==> config.mk <==
export PLATFORM = sky130hd
export DESIGN_NAME = wb_stage_pipe
export DESIGN_NICKNAME = d
export VERILOG_FILES = /design/src/rtl/wb_stage_pipe_pkg.sv /design/src/rtl/wb_stage_pipe_skid_slot.sv /design/src/rtl/wb_stage_pipe.sv
export SDC_FILE = /design/constraint.sdc
export NUM_CORES = 1
export LEC_CHECK = 0
export CAP_MARGIN = 0
export CORE_MARGIN = 4
export CORE_UTILIZATION = 37
export CTS_BUF_LIST = sky130_fd_sc_hd__clkbuf_16
export CTS_CLUSTER_SIZE = 20
export DETAILED_ROUTE_END_ITERATION = 10
export PLACE_DENSITY = 0.88
export SYNTH_ARGS = -nofsm -noshare
export SYNTH_HDL_FRONTEND = slang
export SYNTH_SLANG_ARGS = --single-unit
==> constraint.sdc <==
create_clock -name Clk -period 1.2 [get_ports Clk]
set_clock_uncertainty 0.1 [all_clocks]
set_input_delay 0.3 -clock Clk [delete_from_list [all_inputs] [get_ports Clk]]
set_output_delay 0.3 -clock Clk [all_outputs]
set_load 0.05 [all_outputs]
==> src/rtl/wb_stage_pipe_pkg.sv <==
// Shared MEM/WB pipeline types: write-back payload, occupancy states, forwarding mux.
// Used by wb_stage_pipe; the WB_STAGE_SKID_EN build option lives in the top.
package wb_stage_pipe_pkg;

    localparam int WB_DATA_W  = 16;
    localparam int WB_IDX_W   = 4;
    // Widest data path fwd_select can serve; instances narrower than this zero-extend.
    localparam int MAX_DATA_W = 64;

    typedef struct packed {
        logic                 reg_write;
        logic                 memto_reg;
        logic [WB_DATA_W-1:0] data_out;
        logic [WB_DATA_W-1:0] result;
        logic [WB_IDX_W-1:0]  reg_write_index;
    } wb_payload_t;

    // Encoding equals {main_v, skid_v}, so the valid bits are the state register.
    typedef enum logic [1:0] {
        ST_EMPTY = 2'b00,
        ST_ONE   = 2'b10,
        ST_FULL  = 2'b11
    } wb_state_e;

    function automatic logic [MAX_DATA_W-1:0] fwd_select(
        input logic                  memto_reg,
        input logic [MAX_DATA_W-1:0] data_out,
        input logic [MAX_DATA_W-1:0] result
    );
        return memto_reg ? data_out : result;
    endfunction

endpackage

==> src/rtl/wb_stage_pipe_skid_slot.sv <==
// One pipeline slot: valid bit plus payload register with load and clear.
// Rst zeroes everything; clear only drops the valid bit.
module pipe_skid_slot #(
    parameter int W = 8
) (
    input  logic         Clk,
    input  logic         Rst,
    input  logic         load,
    input  logic         clear,
    input  logic [W-1:0] d,
    output logic         valid,
    output logic [W-1:0] q
);

    // NOTE: non-blocking assignments so every slot samples the pre-edge values of the others.
    always_ff @(posedge Clk) begin
        if (Rst) begin
            valid <= 1'b0;
            // NOTE: payload is reset too, so the held outputs read 0 after Rst, not stale data.
            q     <= '0;
        end else if (clear) begin
            valid <= 1'b0;
        end else if (load) begin
            valid <= 1'b1;
            q     <= d;
        end
    end

endmodule

==> src/rtl/wb_stage_pipe.sv <==
// MEM/WB stage register with valid/ready handshake, flush and forwarding view.
// Define WB_STAGE_SKID_EN for a two-entry skid buffer with registered InReady.
module wb_stage_pipe
    import wb_stage_pipe_pkg::*;
#(
    parameter int DATA_W       = WB_DATA_W,
    parameter int IDX_W        = WB_IDX_W,
    parameter bit HAS_ZERO_REG = 1'b1
) (
    input  logic              Clk,
    input  logic              Rst,
    input  logic              Flush,
    input  logic              InValid,
    output logic              InReady,
    input  logic              RegWrite2,
    input  logic              MemotoReg2,
    input  logic [DATA_W-1:0] DataOut2,
    input  logic [DATA_W-1:0] Result2,
    input  logic [IDX_W-1:0]  RegWriteIndex2,
    output logic              OutValid,
    input  logic              OutReady,
    output logic              RegWrite3,
    output logic              MemotoReg3,
    output logic [DATA_W-1:0] DataOut3,
    output logic [DATA_W-1:0] Result3,
    output logic [IDX_W-1:0]  RegWriteIndex3,
    output logic              FwdValid,
    output logic [IDX_W-1:0]  FwdIndex,
    output logic [DATA_W-1:0] FwdData
);

    // Same layout as wb_payload_t, at this instance's widths.
    typedef struct packed {
        logic              reg_write;
        logic              memto_reg;
        logic [DATA_W-1:0] data_out;
        logic [DATA_W-1:0] result;
        logic [IDX_W-1:0]  reg_write_index;
    } payload_t;

    payload_t in_pl;
    payload_t main_d;
    payload_t main_q;
    logic     main_v;
    logic     main_load;
    logic     main_clear;
    logic     in_fire;
    logic     out_fire;

    assign in_pl = '{
        reg_write:       RegWrite2,
        memto_reg:       MemotoReg2,
        data_out:        DataOut2,
        result:          Result2,
        reg_write_index: RegWriteIndex2
    };

    assign in_fire  = InValid & InReady & ~Flush;
    assign out_fire = main_v & OutReady;

`ifdef WB_STAGE_SKID_EN
    payload_t  skid_q;
    logic      skid_v;
    logic      skid_load;
    logic      skid_clear;
    logic      main_from_skid;
    wb_state_e state;

    // Registered ready: depends only on skid occupancy, never on OutReady.
    assign InReady = ~skid_v & ~Rst;

    always_comb begin
        // NOTE: every always_comb output gets a default first, so no path can infer a latch.
        main_load      = 1'b0;
        main_clear     = 1'b0;
        skid_load      = 1'b0;
        skid_clear     = 1'b0;
        main_from_skid = 1'b0;
        state          = wb_state_e'({main_v, skid_v});
        if (Flush) begin
            main_clear = 1'b1;
            skid_clear = 1'b1;
        end else begin
            case (state)
                ST_EMPTY: main_load = in_fire;
                ST_ONE: begin
                    if (in_fire && out_fire) begin
                        main_load = 1'b1;
                    end else if (in_fire) begin
                        skid_load = 1'b1;
                    end else if (out_fire) begin
                        main_clear = 1'b1;
                    end
                end
                ST_FULL: begin
                    if (out_fire) begin
                        main_load      = 1'b1;
                        main_from_skid = 1'b1;
                        skid_clear     = 1'b1;
                    end
                end
                default: skid_clear = 1'b1;  // skid without main: drop it and fall back to EMPTY
            endcase
        end
    end

    assign main_d = main_from_skid ? skid_q : in_pl;

    pipe_skid_slot #(.W($bits(payload_t))) u_skid (
        .Clk   (Clk),
        .Rst   (Rst),
        .load  (skid_load),
        .clear (skid_clear),
        .d     (in_pl),
        .valid (skid_v),
        .q     (skid_q)
    );
`else
    assign InReady    = (OutReady | ~main_v) & ~Rst;
    assign main_load  = in_fire;
    assign main_clear = Flush | (out_fire & ~in_fire);
    assign main_d     = in_pl;
`endif

    pipe_skid_slot #(.W($bits(payload_t))) u_main (
        .Clk   (Clk),
        .Rst   (Rst),
        .load  (main_load),
        .clear (main_clear),
        .d     (main_d),
        .valid (main_v),
        .q     (main_q)
    );

    assign OutValid       = main_v;
    assign RegWrite3      = main_q.reg_write & main_v;
    assign MemotoReg3     = main_q.memto_reg;
    assign DataOut3       = main_q.data_out;
    assign Result3        = main_q.result;
    assign RegWriteIndex3 = main_q.reg_write_index;

    // Forwarding sees the main slot only; a skid-held producer is covered by InReady=0.
    assign FwdValid = RegWrite3 & (!HAS_ZERO_REG || (main_q.reg_write_index != '0));
    assign FwdIndex = main_q.reg_write_index;
    assign FwdData  = DATA_W'(fwd_select(main_q.memto_reg,
                                         MAX_DATA_W'(main_q.data_out),
                                         MAX_DATA_W'(main_q.result)));

endmodule
# [Word-level counts from Yosys, hierarchy flattened]
# Index checks and enable logic that the tools add are counted.
[totals] regBits=39 latchBits=0 mem_bits_rw=0 mem_bits_ro=0 inputBits=43 word_cells=20 mem_count=0
[op_classes] add_sub_neg=0 multipliers=0 div=0 order_cmp=0 n_eq_ne=0 n_shift=0 muxes=1 bitwise_logic=14 reduce_logical=3
[op_table] cell="2-to-1 mux 16 bit" count=1
[op_table] cell="AND 1 bit" count=7
[op_table] cell="inverter 1 bit" count=5
[op_table] cell="nonzero test 4 bit" count=1
[op_table] cell="bitwise OR 1 bit" count=2
[op_table] cell="AND reduction 2 bit" count=1
[op_table] cell="OR reduction 2 bit" count=1

# [Depth between registers and ports, before layout]
# Gate-level depths: netlist of the first run.
[logic_depth] word_depth=10 mapped_depth=5 mapped_depth_nobuf=3

# [Hierarchy]
# A second synthesis of the first run with hierarchy kept.
[hier_totals] cells_unflattened=205 hier_area_um2=2217.1
[modules_own_cells] module="pipe_skid_slot" instances=1 cells_each=176 area_per_inst_um2=1890.6 seq_area_each_um2=780.7
[modules_own_cells] module="wb_stage_pipe" instances=1 cells_each=29 area_per_inst_um2=326.6 seq_area_each_um2=0.0

# [Worst setup path before layout of the first run]
# No wires, ideal clock.
[synth_timing] kind="register -> output" startpoint="reg u_main.valid" endpoint="out FwdValid" arrival_time_ns=1.738 setup_slack_ns=-0.938 stages_incl_launch_ff=3 cell_sequence="dfxtp_1 -> and2_1 -> o41a_1"
[synth_via] elab_chain_cells=2
[synth_lines] item="from (decl)" line="wb_stage_pipe_skid_slot.sv:11" text="output logic valid,"
[synth_lines] item="from (signal assigned)" line="wb_stage_pipe_skid_slot.sv:18" text="valid <= 1'b0;"
[synth_lines] item="from (signal assigned)" line="wb_stage_pipe_skid_slot.sv:22" text="valid <= 1'b0;"
[synth_lines] item="from (signal assigned)" line="wb_stage_pipe_skid_slot.sv:24" text="valid <= 1'b1;"
[synth_lines] item="AND 1 bit" line="wb_stage_pipe.sv:136" text="assign RegWrite3 = main_q.reg_write & main_v;"
[synth_lines] item="named net RegWrite3" line="wb_stage_pipe.sv:22" text="output logic RegWrite3,"
[synth_lines] item="AND 1 bit" line="wb_stage_pipe.sv:143" text="assign FwdValid = RegWrite3 & (!HAS_ZERO_REG || (main_q.reg_write_index != '0));"
[synth_lines] item="to (decl)" line="wb_stage_pipe.sv:27" text="output logic FwdValid,"
# The timed path passes the listed nets, and every way through them passes these cells.

# [Worst setup path after layout of the first run]
[layout_timing] startpoint="reg u_main.q[36]" endpoint="out FwdData[9]"
[layout_via] elab_chain_cells=1
[layout_lines] item="from (decl)" line="wb_stage_pipe_skid_slot.sv:12" text="output logic [W-1:0] q"
[layout_lines] item="from (signal assigned)" line="wb_stage_pipe_skid_slot.sv:20" text="q <= '0;"
[layout_lines] item="from (signal assigned)" line="wb_stage_pipe_skid_slot.sv:25" text="q <= d;"
[layout_lines] item="2-to-1 mux 16 bit" line="wb_stage_pipe_pkg.sv:30" text="return memto_reg ? data_out : result;"
[layout_lines] item="to (decl)" line="wb_stage_pipe.sv:29" text="output logic [DATA_W-1:0] FwdData"
# Every way passes these cells.

==> metrics.md, run 1 <==
| Metric | Value |
|---|---|
| Result of the run | finished with violations |
| Failing checks | negative setup slack |
| Number of CTS-inserted buffers | 5 |
| DRC viols | 0 |
| Final WL | between 10,000 and 15,000 um |
| Clock transition at path regs | roughly 70 ps |
| CP Cell Sequence | buf_12 -> mux2_4 -> buf_6 |
| Fin nets | roughly 420 |
| HP Class | primary input to flip-flop |
| DIE AREA | 7160 um^2 |
| Power, Total | 4530 uW |
| Initial antenna violation count | 1 |
| Port bufs | about 100 |
| Mux contribution to synthesized area | 8.29% |
| Final GP Congestion | about 0.80 |
| Hold slack | 295 ps |
| Post-layout util | 95.0% |
| VDD IR max | 917 uV |
| DR pass1 iterations | 5 |
| Post-route ant nets | 0 |
| Initial Utilization | 38.7% |
| Max-slew headroom | a little over two thirds |
| Final Slew Violations | 0 |
| Largest net degree at the start of global routing | 39 |
| CP max FO | 7 |
| Vias per cell | 6.13 |
| Clk_lat worst skew | 280 ps |
| First-pass GRT wire length | approximately 17,000 um |
| Adder-Cell Fraction of Synth Area | 0% |
| Via count | approximately 2.8k |
| Avg Cell Area, Syn | between 8 and 9 um^2 |
| CTS Hold Bufs | 0 |
| Period minus WS final | 1750 ps |
| Power per standard cell area | about 850 nW/um^2 |
| Yosys cell types | 18 |
| Worst Path Required | 800 ps |
| Crit share post-route | 146% |
| Delay of the slowest cell on the worst path | 410 ps |
| Dpl ws | -582 ps |
| Final setup vio count | between 90 and 100 |
| Crit path kind | flip-flop to output port |
| Worst-Margin Slew | 440 ps |
| Layout fillers | ~120 |
| Yosys warning count | 0 |
| Delay-heaviest family, CP | flip-flops |
| P_leak | 0.00214 uW |
| CP max-delay cell | dfxtp_4 |
| Largest family of logic cells by synthesized area | buffers and inverters |
| Max-cap violation count | 0 |
| Commonest non-fill, non-tap cells in the layout | buf_12 (56), buf_6 (54), nand3_1 (38), clkdlybuf4s50_1 (38), nand2_1 (37) |
| Final WS setup | -554 ps |
| DR iter-0 viols | 257 |
| Post-DP HPWL | 5560 um |
| WP buf/inv | 2 |
| # diodes | 0 |
| Multi-input logic area | 1620 um^2 |
| Sink Count | 39 |
| Post-synthesis compound-gate area fraction | between 10% and 20% |
| # H-tree levels | 2 |
| FF/Latch Area | 837 um^2 |
| DR WL/cell | ~30 um |
| FMAX | ~570 MHz |
| GRT Overall Usage | 31.2% |
| Register area share after synthesis | 35.9% |
| DIE WIDTH | ~85 um |
| Simple-gate share of the synthesized area | roughly 17% |
| Syn_nets | 287 |
| CORE AREA | about 5600 um^2 |
| Post-Syn Area | ~2200 um^2 |
| Layout cell share with drive strength beyond 1 | between 60% and 70% |
| Crit start category | flip-flop |
| Vias in the first global route | 2,809 |
| Commonest non-fill, non-tap cell in the layout | buf_12 |
| Critical Path End Type | output port |
| Arrival @ worst endpoint | approximately 1400 ps |
| Maximum root-to-sink buffer count | 2 |
| Xor and xnor area share after synthesis | 0% |
| Total gr overflow | 0 |
| Unrepaired setup endpoints after global routing | yes |
| Final setup TNS | -22,730 ps |
| Root buf cell | clkbuf_16 |
| CTS tree | built |
| Synth Register Bits | 39 |
| I/O pin total | ~100 |
| Site Rows | 27 |
| Chip height | 84.6 um |
| Gate Count Post-Synth | 244 |
| Synthesis-to-finish area growth | 145% |
| Final Hold Vio Count | 0 |
worst paths after layout:
kind | start | slack, ps | endpoint | cells after the start
min | Rst | 300 | u_main.valid$_SDFFE_PP0N_ | 2
max | u_main.q[36]$_SDFFE_PP0P_ | -550 | FwdData[9] | 3
min reg2reg | u_main.q[37]$_SDFFE_PP0P_ | 420 | u_main.q[37]$_SDFFE_PP0P_ | 2
max reg2reg | u_main.valid$_SDFFE_PP0N_ | -360 | u_main.q[23]$_SDFFE_PP0P_ | 7
routing by layer:
layer  part of all wire, %  GRT usage [%]
met1                    36           36.9
met2                    51           53.9
met3                   7.3           6.58
met4                   5.4           13.8
met5                 0.098              0
cells in the mapped netlist:
master / count / share of area, %
nand2_1: 38 / 6.6
buf_4: 44 / 15
dfxtp_1: 39 / 36
and2_1: 1 / 0.29
o41a_1: 1 / 0.52
a211oi_1: 1 / 0.35
clkbuf_1: 6 / 1.0
mux2_2: 7 / 3.6
o311ai_1: 38 / 15
buf_6: 7 / 3.6
nand2b_1: 1 / 0.29
nor3b_2: 1 / 0.58
buf_2: 9 / 2.1
inv_2: 2 / 0.35
nand3_1: 38 / 8.8
nor2_1: 1 / 0.17
mux2_1: 9 / 4.7
nor2b_4: 1 / 0.63
area by class of cell:
type	instances	area share, %
clock inverter	3	0.235
tap	72	1.69
multi-input combinational	137	30.5
inverter	2	0.141
clock buffer	5	2.35
sequential	39	15.7
timing repair buffer	194	49.4
where the power goes:
group | switching, uW | internal [uW] | total [uW]
clock network | 554 | 753 | 1310
logic | 941 | 845 | 1790
registers | 71.3 | 1370 | 1440
sequential cells by signal, indices dropped and copies added (netlist names):
register      count
u_main.valid      1
u_main.q         38
timing repair:
item,in CTS,in global routing
endpoints found under the setup margin,100,99
setup buffers,12,43
cloned,6,0
pin swaps,34,25
resized for setup,177,47
stage by stage:
stage | instance area [um^2] | cells
finish | 5330 | 452
global route | 5330 | 452
CTS | 4990 | 433
detailed placement | 3800 | 408
global placement | 3800 | 408
floorplan | 2260 | 244
cells by family (layout without fill, tap and decap cells):
kind of cell / Yosys count / count (layout)
compound gates: 40 / 40
buf+inv: 68 / 204
flops: 39 / 39
mux: 16 / 16
simple gates: 81 / 81
No activity file was read; power rests on OpenSTA's default activity.
==> run 2: changes to the inputs <==
--- a/config.mk
+++ b/config.mk
@@ -6,12 +6,13 @@
 export NUM_CORES = 1
 export LEC_CHECK = 0
 export CAP_MARGIN = 0
-export CORE_MARGIN = 4
+export CORE_MARGIN = 5
 export CORE_UTILIZATION = 37
 export CTS_BUF_LIST = sky130_fd_sc_hd__clkbuf_16
 export CTS_CLUSTER_SIZE = 20
 export DETAILED_ROUTE_END_ITERATION = 10
 export PLACE_DENSITY = 0.88
+export SLEW_MARGIN = 40
 export SYNTH_ARGS = -nofsm -noshare
 export SYNTH_HDL_FRONTEND = slang
 export SYNTH_SLANG_ARGS = --single-unit
==> metrics.md, run 2 (synthesis results as in run 1) <==
| Metric | Value |
|---|---|
| Number of CTS-inserted buffers | 5 (unchanged) |
| Final WL | 13,400 um (+1.5%) |
| Final Hold Vio Count | 0 (unchanged) |
| Hold slack | 300 ps (+4.78 ps) |
| Power share of the sequential group | 31.5% (-0.3 points) |
| Comb power frac | 39.5% (about the same) |
| Unrepaired setup endpoints after global routing | yes |
| Chip height | 86.6 um (+2.4%) |
| CP Cell Sequence | buf_12 -> mux2_4 -> buf_8 |
| Maximum root-to-sink buffer count | 2 (unchanged) |
| Final WS setup | -529 ps (+25.2 ps) |
| CTS tree | built |
| CP Capture Point | FwdData[14] |
| Post-route ant nets | 0 (unchanged) |
| DR WL/cell | 29.5 um (+0.60%) |
| Result of the run | finished with violations |
| CTS Hold Bufs | 0 (unchanged) |
| Power Internal | 2980 uW (+0.46%) |
| DIE AREA | 7500 um^2 (+4.8%) |
| Synthesis-to-finish area growth | 148% |
| Layout cell share with drive strength beyond 1 | 70.5% (+1.8 points) |
| # H-tree levels | 2 (unchanged) |
| DR pass1 iterations | 5 (unchanged) |
| Reg-to-Reg Start | u_main.valid$_SDFFE_PP0N_ |
| Power per standard cell area | 846 nW/um^2 (-0.68%) |
| Final setup vio count | 99 (unchanged) |
| Via count | 2,802 (+1.0%) |
| P_leak | 0.00217 uW (+1.7%) |
| Sink Count | 39 (unchanged) |
| DRC viols | 0 (unchanged) |
| Failing checks | negative setup slack |
| FMAX | 578 MHz (+1.5%) |
| DR iter-0 viols | 191 (-26%) |
| Crit start category | flip-flop |
| Initial antenna violation count | 1 (unchanged) |
| First-pass GRT wire length | 14,600 um (-14%) |
| CP max-delay cell | dfxtp_4 |
| FF-to-FF End | u_main.q[35]$_SDFFE_PP0P_ |
| Max-slew headroom | 72.1% (+1.5 points) |
| CP max FO | 8 (+1) |
| I/O pin total | 104 (unchanged) |
| Vias in the first global route | 2,596 (-7.6%) |
| Commonest non-fill, non-tap cell in the layout | buf_12 |
| Period minus WS final | 1730 ps (-25.2 ps) |
| Final GP Congestion | 0.814 (+1.9%) |
| Worst R2R Path Depth | 5 (-2) |
| Clock power share | 28.9% (about the same) |
| Initial Utilization | 37.3% (-1.4 points) |
| Worst-Margin Slew | 418 ps (-21.9 ps) |
| HP Class | primary input to flip-flop |
| Critical Path End Type | output port |
| Worst Path Required | 800 ps (about the same) |
| Vias per cell | 6.14 (+0.16%) |
| Clk_lat worst skew | 290 ps (about the same) |
| Fin nets | 422 (unchanged) |
| Total gr overflow | 0 (unchanged) |
| Critical Path Start | u_main.q[36]$_SDFFE_PP0P_ |
| Delay of the slowest cell on the worst path | 400 ps (about the same) |
| Biggest register | u_main.q |
| NetSw | 1570 uW (+0.41%) |
| Crit share post-route | 144% (-2.1 points) |
| Site Rows | 28 (+3.7%) |
| Dpl cells | 408 (unchanged) |
| Clock transition at path regs | 60 ps (about the same) |
| Number of flip-flops in the largest register | 38 (unchanged) |
| VDD IR max | 926 uV (+0.89%) |
| Root buf cell | clkbuf_16 |
| Dpl ws | -503 ps (+79.4 ps) |
| Top Registers | u_main.q (38), u_main.valid (1) |
| Port bufs | 103 (unchanged) |
| Switching part of the total | 34.5% (about the same) |
| CP Depth | 3 (unchanged) |
| Arrival @ worst endpoint | 1330 ps (-20 ps) |
| Final Slew Violations | 0 (unchanged) |
| Final cell count without fillers | 456 (+0.88%) |
| Largest net degree at the start of global routing | 39 (unchanged) |
| Commonest non-fill, non-tap cells in the layout | buf_12 (55), buf_6 (50), nand2_1 (38), clkdlybuf4s50_1 (38), dfxtp_2 (37) |
| Layout fillers | 179 (+50%) |
| Register-to-register setup slack | -240 ps (+120 ps) |
| DIE WIDTH | 86.6 um (+2.4%) |
| CORE AREA | 5820 um^2 (+3.7%) |
| Crit path kind | flip-flop to output port |
| GRT Overall Usage | 25.6% (-5.6 points) |
| Post-DP HPWL | 5390 um (-3.1%) |
| Max-cap violation count | 0 (unchanged) |
| Delay-heaviest family, CP | flip-flops |
| WP buf/inv | 2 (unchanged) |
[run 2: layout make-up]
class                      instances  area, um^2  share of cell area [%]
clock inverter                     3        12.5                   0.232
timing repair buffer             194        2680                    49.8
multi-input combinational        137        1630                    30.2
sequential                        39         835                    15.5
antenna                            1        2.50                  0.0465
tap                               75        93.8                    1.74
clock buffer                       5         125                    2.32
inverter                           2        7.51                   0.139
[run 2: worst min-delay path by stage]
stage | start | to | slack, ps | depth (start not counted)
2_1_floorplan | Rst | u_main.valid$_SDFFE_PP0N_ | 260 | 1
3_3_place_gp | u_main.q[37]$_SDFFE_PP0P_ | u_main.q[37]$_SDFFE_PP0P_ | 350 | 2
3_5_place_dp | u_main.q[37]$_SDFFE_PP0P_ | u_main.q[37]$_SDFFE_PP0P_ | 360 | 2
4_1_cts | Rst | u_main.valid$_SDFFE_PP0N_ | 250 | 2
5_1_grt | Rst | u_main.valid$_SDFFE_PP0N_ | 310 | 2
6_report | Rst | u_main.valid$_SDFFE_PP0N_ | 300 | 2
[run 2: per-stage QoR]
stage	setup TNS [ps]	utilization [%]	area [um^2]	total power, uW
floorplan	-5560	-	2260	2120
global placement	-20580	64.6	3760	2710
detailed placement	-21620	64.6	3760	2730
CTS	-11810	80.0	4650	4190
global route	-21420	92.6	5390	4630
finish	-19310	92.6	5390	4550
[run 2: layer usage]
metal	vias to the layer above	GRT usage [%]	wire length, um
li1	1136	-	-
met4	0	8.64	803
met2	198	46.5	6790
met5	-	0	0
met1	1396	30.1	4930
met3	72	4.28	926
[run 2: what timing repair did]
| item | CTS | global route |
|---|---|---|
| cloned | 4 | 7 |
| setup buffers | 12 | 48 |
| pin swaps | 12 | 34 |
| endpoints found under the setup margin | 99 | 99 |
| resized for setup | 150 | 90 |
[run 2: power by group through the flow]
stage	registers [uW]	clock network (uW)	logic, uW
detailed placement	1430	0	1310
floorplan	1440	0	689
global route	1440	1350	1840
finish	1440	1320	1800
CTS	1420	1270	1500
global placement	1420	0	1290
==> run 3: changes to the inputs <==
--- a/config.mk
+++ b/config.mk
@@ -7,11 +7,11 @@
 export LEC_CHECK = 0
 export CAP_MARGIN = 0
 export CORE_MARGIN = 5
-export CORE_UTILIZATION = 37
-export CTS_BUF_LIST = sky130_fd_sc_hd__clkbuf_16
+export CORE_UTILIZATION = 38
+export CTS_BUF_LIST = sky130_fd_sc_hd__clkbuf_2
 export CTS_CLUSTER_SIZE = 20
 export DETAILED_ROUTE_END_ITERATION = 10
-export PLACE_DENSITY = 0.88
+export PLACE_DENSITY = 0.9
 export SLEW_MARGIN = 40
 export SYNTH_ARGS = -nofsm -noshare
 export SYNTH_HDL_FRONTEND = slang
==> metrics.md, run 3 <==
| Metric | Value |
|---|---|
| Number of CTS-inserted buffers | 5 (unchanged) |
| Final GP Congestion | 0.818 (+0.48%) |
| Port bufs | 103 (unchanged) |
| Dpl ws | -538 ps (-35.4 ps) |
| Synth Register Bits | 39 (unchanged) |
| Site Rows | 27 (-3.6%) |
| Sink Count | 39 (unchanged) |
| Root buf cell | clkbuf_2 |
| CTS Hold Bufs | 0 (unchanged) |
| GRT Overall Usage | around 72% |
| Synth top area share | 35.9% (unchanged) |
| Initial antenna violation count | 1 |
| Yosys cell types | 18 (unchanged) |
| Initial Utilization | 39.2% (+1.9 points) |
| Result of the run | did not finish |
| Ys async rst share | 0% (unchanged) |
| Register area share after synthesis | 35.9% (unchanged) |
| Tool Error | [ERROR GRT-0232] Routing congestion too high. Check the congestion heatmap in the GUI. |
| Cell with the most instances after synthesis | buf_4 |
| Worst endpoint type | primary output |
| Chip height | 85.6 um (-1.2%) |
| Cell accounting for the most synthesized area | dfxtp_1 |
| Ys flop type | dfxtp_1 |
| Synth area leaders | dfxtp_1 (36%), o311ai_1 (15%), buf_4 (15%) |
| Largest net degree at the start of global routing | 39 |
| Post-Syn Area | 2170 um^2 (unchanged) |
| Maximum root-to-sink buffer count | 2 (unchanged) |
| Yosys warning count | 0 (unchanged) |
| # H-tree levels | 2 (unchanged) |
| Top cells by count, synth | buf_4 (44), dfxtp_1 (39), nand2_1 (38), nand3_1 (38), o311ai_1 (38) |
| I/O pin total | 104 (unchanged) |
| Gate Count Post-Synth | 244 (unchanged) |
| Avg Cell Area, Syn | 8.90 um^2 (unchanged) |
| Exit stage | 5_1_grt |
| Post-DP HPWL | 5650 um (+4.8%) |
| Syn_nets | 287 (unchanged) |
| DIE WIDTH | 85.6 um (-1.2%) |
| Total gr overflow | 28 |
| GRT worst endpoint | FwdData[15] |
| Post-synth EDFFs | 0 (unchanged) |
| Dpl cells | 406 (-0.49%) |
[run 3: cell counts after synthesis]
No cell type changed its count.
[run 3: kinds of logic after synthesis]
family	share of synthesized area, %
flip-flops	35.9
AO/OA/AOI/OAI	16.2
buffers and inverters	22.3
multiplexers	8.30
AND/OR/NAND/NOR	17.3
[run 3: per-layer routing]
metal,track usage (%),overflow
met2,84.5,16
met3,58.8,0
met1,73.2,0
met5,19.6,0
met4,73.5,12
[run 3: metrics by stage]
step | TNS (ps) | hold WS, ps | util, % | cell area, um^2
after floorplan | -5560 | 263 | - | 2260
after detailed placement | -22690 | 383 | 67.8 | 3750
after global placement | -20020 | 352 | 67.8 | 3750
after CTS | -30580 | 201 | 91.9 | 5090
[run 3: timing repair]
item / CTS
pin swaps: 39
setup endpoints to repair: 99
gates cloned: 11
buffers inserted: 9
gates resized for setup: 195
==> run 4: changes to the inputs <==
--- a/config.mk
+++ b/config.mk
@@ -7,11 +7,9 @@
 export LEC_CHECK = 0
 export CAP_MARGIN = 0
 export CORE_MARGIN = 5
-export CORE_UTILIZATION = 38
-export CTS_BUF_LIST = sky130_fd_sc_hd__clkbuf_2
-export CTS_CLUSTER_SIZE = 20
+export CORE_UTILIZATION = 25
 export DETAILED_ROUTE_END_ITERATION = 10
-export PLACE_DENSITY = 0.9
+export PLACE_DENSITY_LB_ADDON = 0.15
 export SLEW_MARGIN = 40
 export SYNTH_ARGS = -nofsm -noshare
 export SYNTH_HDL_FRONTEND = slang
==> constraint.sdc (replaced) <==
create_clock -name Clk -period 1.6 [get_ports Clk]
set_clock_uncertainty 0.1 [all_clocks]
set_input_delay 0.4 -clock Clk [delete_from_list [all_inputs] [get_ports Clk]]
set_output_delay 0.4 -clock Clk [all_outputs]
set_load 0.05 [all_outputs]
==> metrics.md, run 4 (synthesis results as in run 1) <==
| Metric | Value |
|---|---|
| Worst Path Required | 1100 ps |
| Final Hold Vio Count | 0 |
| CTS Hold Bufs | 0 (unchanged) |
| Arrival @ worst endpoint | 1330 ps |
| Cell area after layout | a little under 4000 um^2 |
| Largest net degree at the start of global routing | 39 |
| Post-DP HPWL | 5220 um (-7.6%) |
| DR WL/cell | 17.4 um |
| Final Slew Violations | 0 |
| Unrepaired setup endpoints after global routing | yes |
| Placed Area | 3570 um^2 (-4.9%) |
| # H-tree levels | 2 (unchanged) |
| Chip height | 103 um (+21%) |
| DRC viols | 0 |
| Final WL | approximately 7300 um |
| Port bufs | 103 (unchanged) |
| Delay-heaviest family, CP | flip-flops |
| Number of flip-flops in the largest register | 38 |
| Synthesis-to-finish area growth | 77.2% |
| Delay of the slowest cell on the worst path | between 400 and 500 ps |
| Fin nets | approximately 360 |
| Top Registers | u_main.q (38), u_main.valid (1) |
| I/O pin total | 104 (unchanged) |
| Hold slack | approximately 320 ps |
| CP Cell Sequence | buf_12 -> mux2_4 -> buf_8 |
| WP buf/inv | 2 |
| Maximum root-to-sink buffer count | 2 (unchanged) |
| Crit path kind | flip-flop to output port |
| Final WS setup | -225 ps |
| Max-slew headroom | 81.1% |
| DR pass1 iterations | 4 |
| HP Class | primary input to flip-flop |
| Max-cap violation count | 0 |
| Period minus WS final | 1830 ps |
| Post-layout util | 44.8% |
| Initial antenna violation count | 0 |
| Vias in the first global route | 1,920 |
| CP max-delay cell | dfxtp_4 |
| DR iter-0 viols | 80 |
| CORE AREA | 8590 um^2 |
| VDD IR max | 258 uV |
| Commonest non-fill, non-tap cells in the layout | buf_12 (52), clkdlybuf4s50_1 (39), nand3_1 (38), o311ai_1 (38), nand2_1 (38) |
| # diodes | 0 |
| Crit start category | flip-flop |
| FMAX | 548 MHz |
| Critical Path Start | u_main.q[36]$_SDFFE_PP0P_ |
| Failing checks | negative setup slack |
| Final setup TNS | -3530 ps |
| GRT Overall Usage | 13.5% |
| Layout cell share with drive strength beyond 1 | between 30% and 40% |
| DIE WIDTH | 103 um (+21%) |
| Initial Utilization | 25.3% (-14 points) |
| P_leak | around 0.0017 uW |
| Post-route ant nets | 0 |
| CTS tree | built |
| Final GP Congestion | 0.707 (-14%) |
| Power per standard cell area | 704 nW/um^2 |
| Sink Count | 39 (unchanged) |
| Layout fillers | 828 |
| Total gr overflow | 0 |
| Vias per cell | 4.78 |
| Clock transition at path regs | 80 ps |
| Hold Crit Start | Flush |
| Root buf cell | clkbuf_8 |
| Critical Path End Type | output port |
| Site Rows | 34 (+26%) |
| Number of CTS-inserted buffers | 5 (unchanged) |
| DIE AREA | between 10,000 and 15,000 um^2 |
| Crit share post-route | 114% |
| First-pass GRT wire length | 10,900 um |
| Worst-Margin Slew | 283 ps |
| Commonest non-fill, non-tap cell in the layout | buf_12 |
| Final setup vio count | 17 |
| Clk_lat worst skew | 290 ps |
| Reg-to-Reg Start | u_main.valid$_SDFFE_PP0N_ |
| Via count | 2,013 |
| Biggest register | u_main.q |
| CP max FO | 7 |
| Result of the run | finished with violations |
run 4: area by class of cell:
type | count | area, um^2 | area share, %
clock buffers | 7 | 86.3 | 2.24
inverters | 2 | 7.51 | 0.195
clock inverters | 1 | 5.00 | 0.130
repair buffers | 127 | 1830 | 47.6
multi-input cells | 137 | 995 | 25.8
well taps | 108 | 135 | 3.51
flip-flops and latches | 39 | 788 | 20.5
run 4: worst reg2reg max path, delay by kind of cell (launching register included):
family | cells | cell delay [ps]
buf+inv | 3 | 410
flops | 1 | 330
compound gates | 1 | 280
simple gates | 2 | 200
run 4: timing repair:
item,4_1_cts,5_1_grt
cloned,0,1
gates resized for setup,35,6
setup buffers,3,0
setup endpoints to repair,19,19
pin swaps,2,1
run 4: per-stage QoR:
stage                     instances  power [uW]  setup WS, ps
final                           421        2710          -225
after detailed placement        409        1990          -225
after global placement          409        1990          -197
after floorplan                 244        1590         -68.6
after CTS                       420        2730          -249
after global routing            421        2830          -274
run 4: power by group:
group | leakage (uW) | internal, uW | switching (uW)
sequential | 0.000321 | 1020 | 65.1
clock | 0.0000482 | 348 | 345
combinational | 0.00129 | 462 | 470
run 4: final timing paths:
check	endpoint	slack (ps)	cells past startpoint
setup / recovery	FwdData[2]	-230	3
hold / removal	u_main.valid$_SDFFE_PP0N_	320	2
setup reg to reg	u_main.q[13]$_SDFFE_PP0P_	170	6
hold reg to reg	u_main.q[37]$_SDFFE_PP0P_	370	2
run 4: metal layers:
metal  up-vias  share of wire, %  GRT usage, %
met3         9               6.5          3.02
met5         -                 0             0
li1        982                 -             -
met4         0               1.7          4.38
met1       949                43          18.1
met2        73                49          21.5
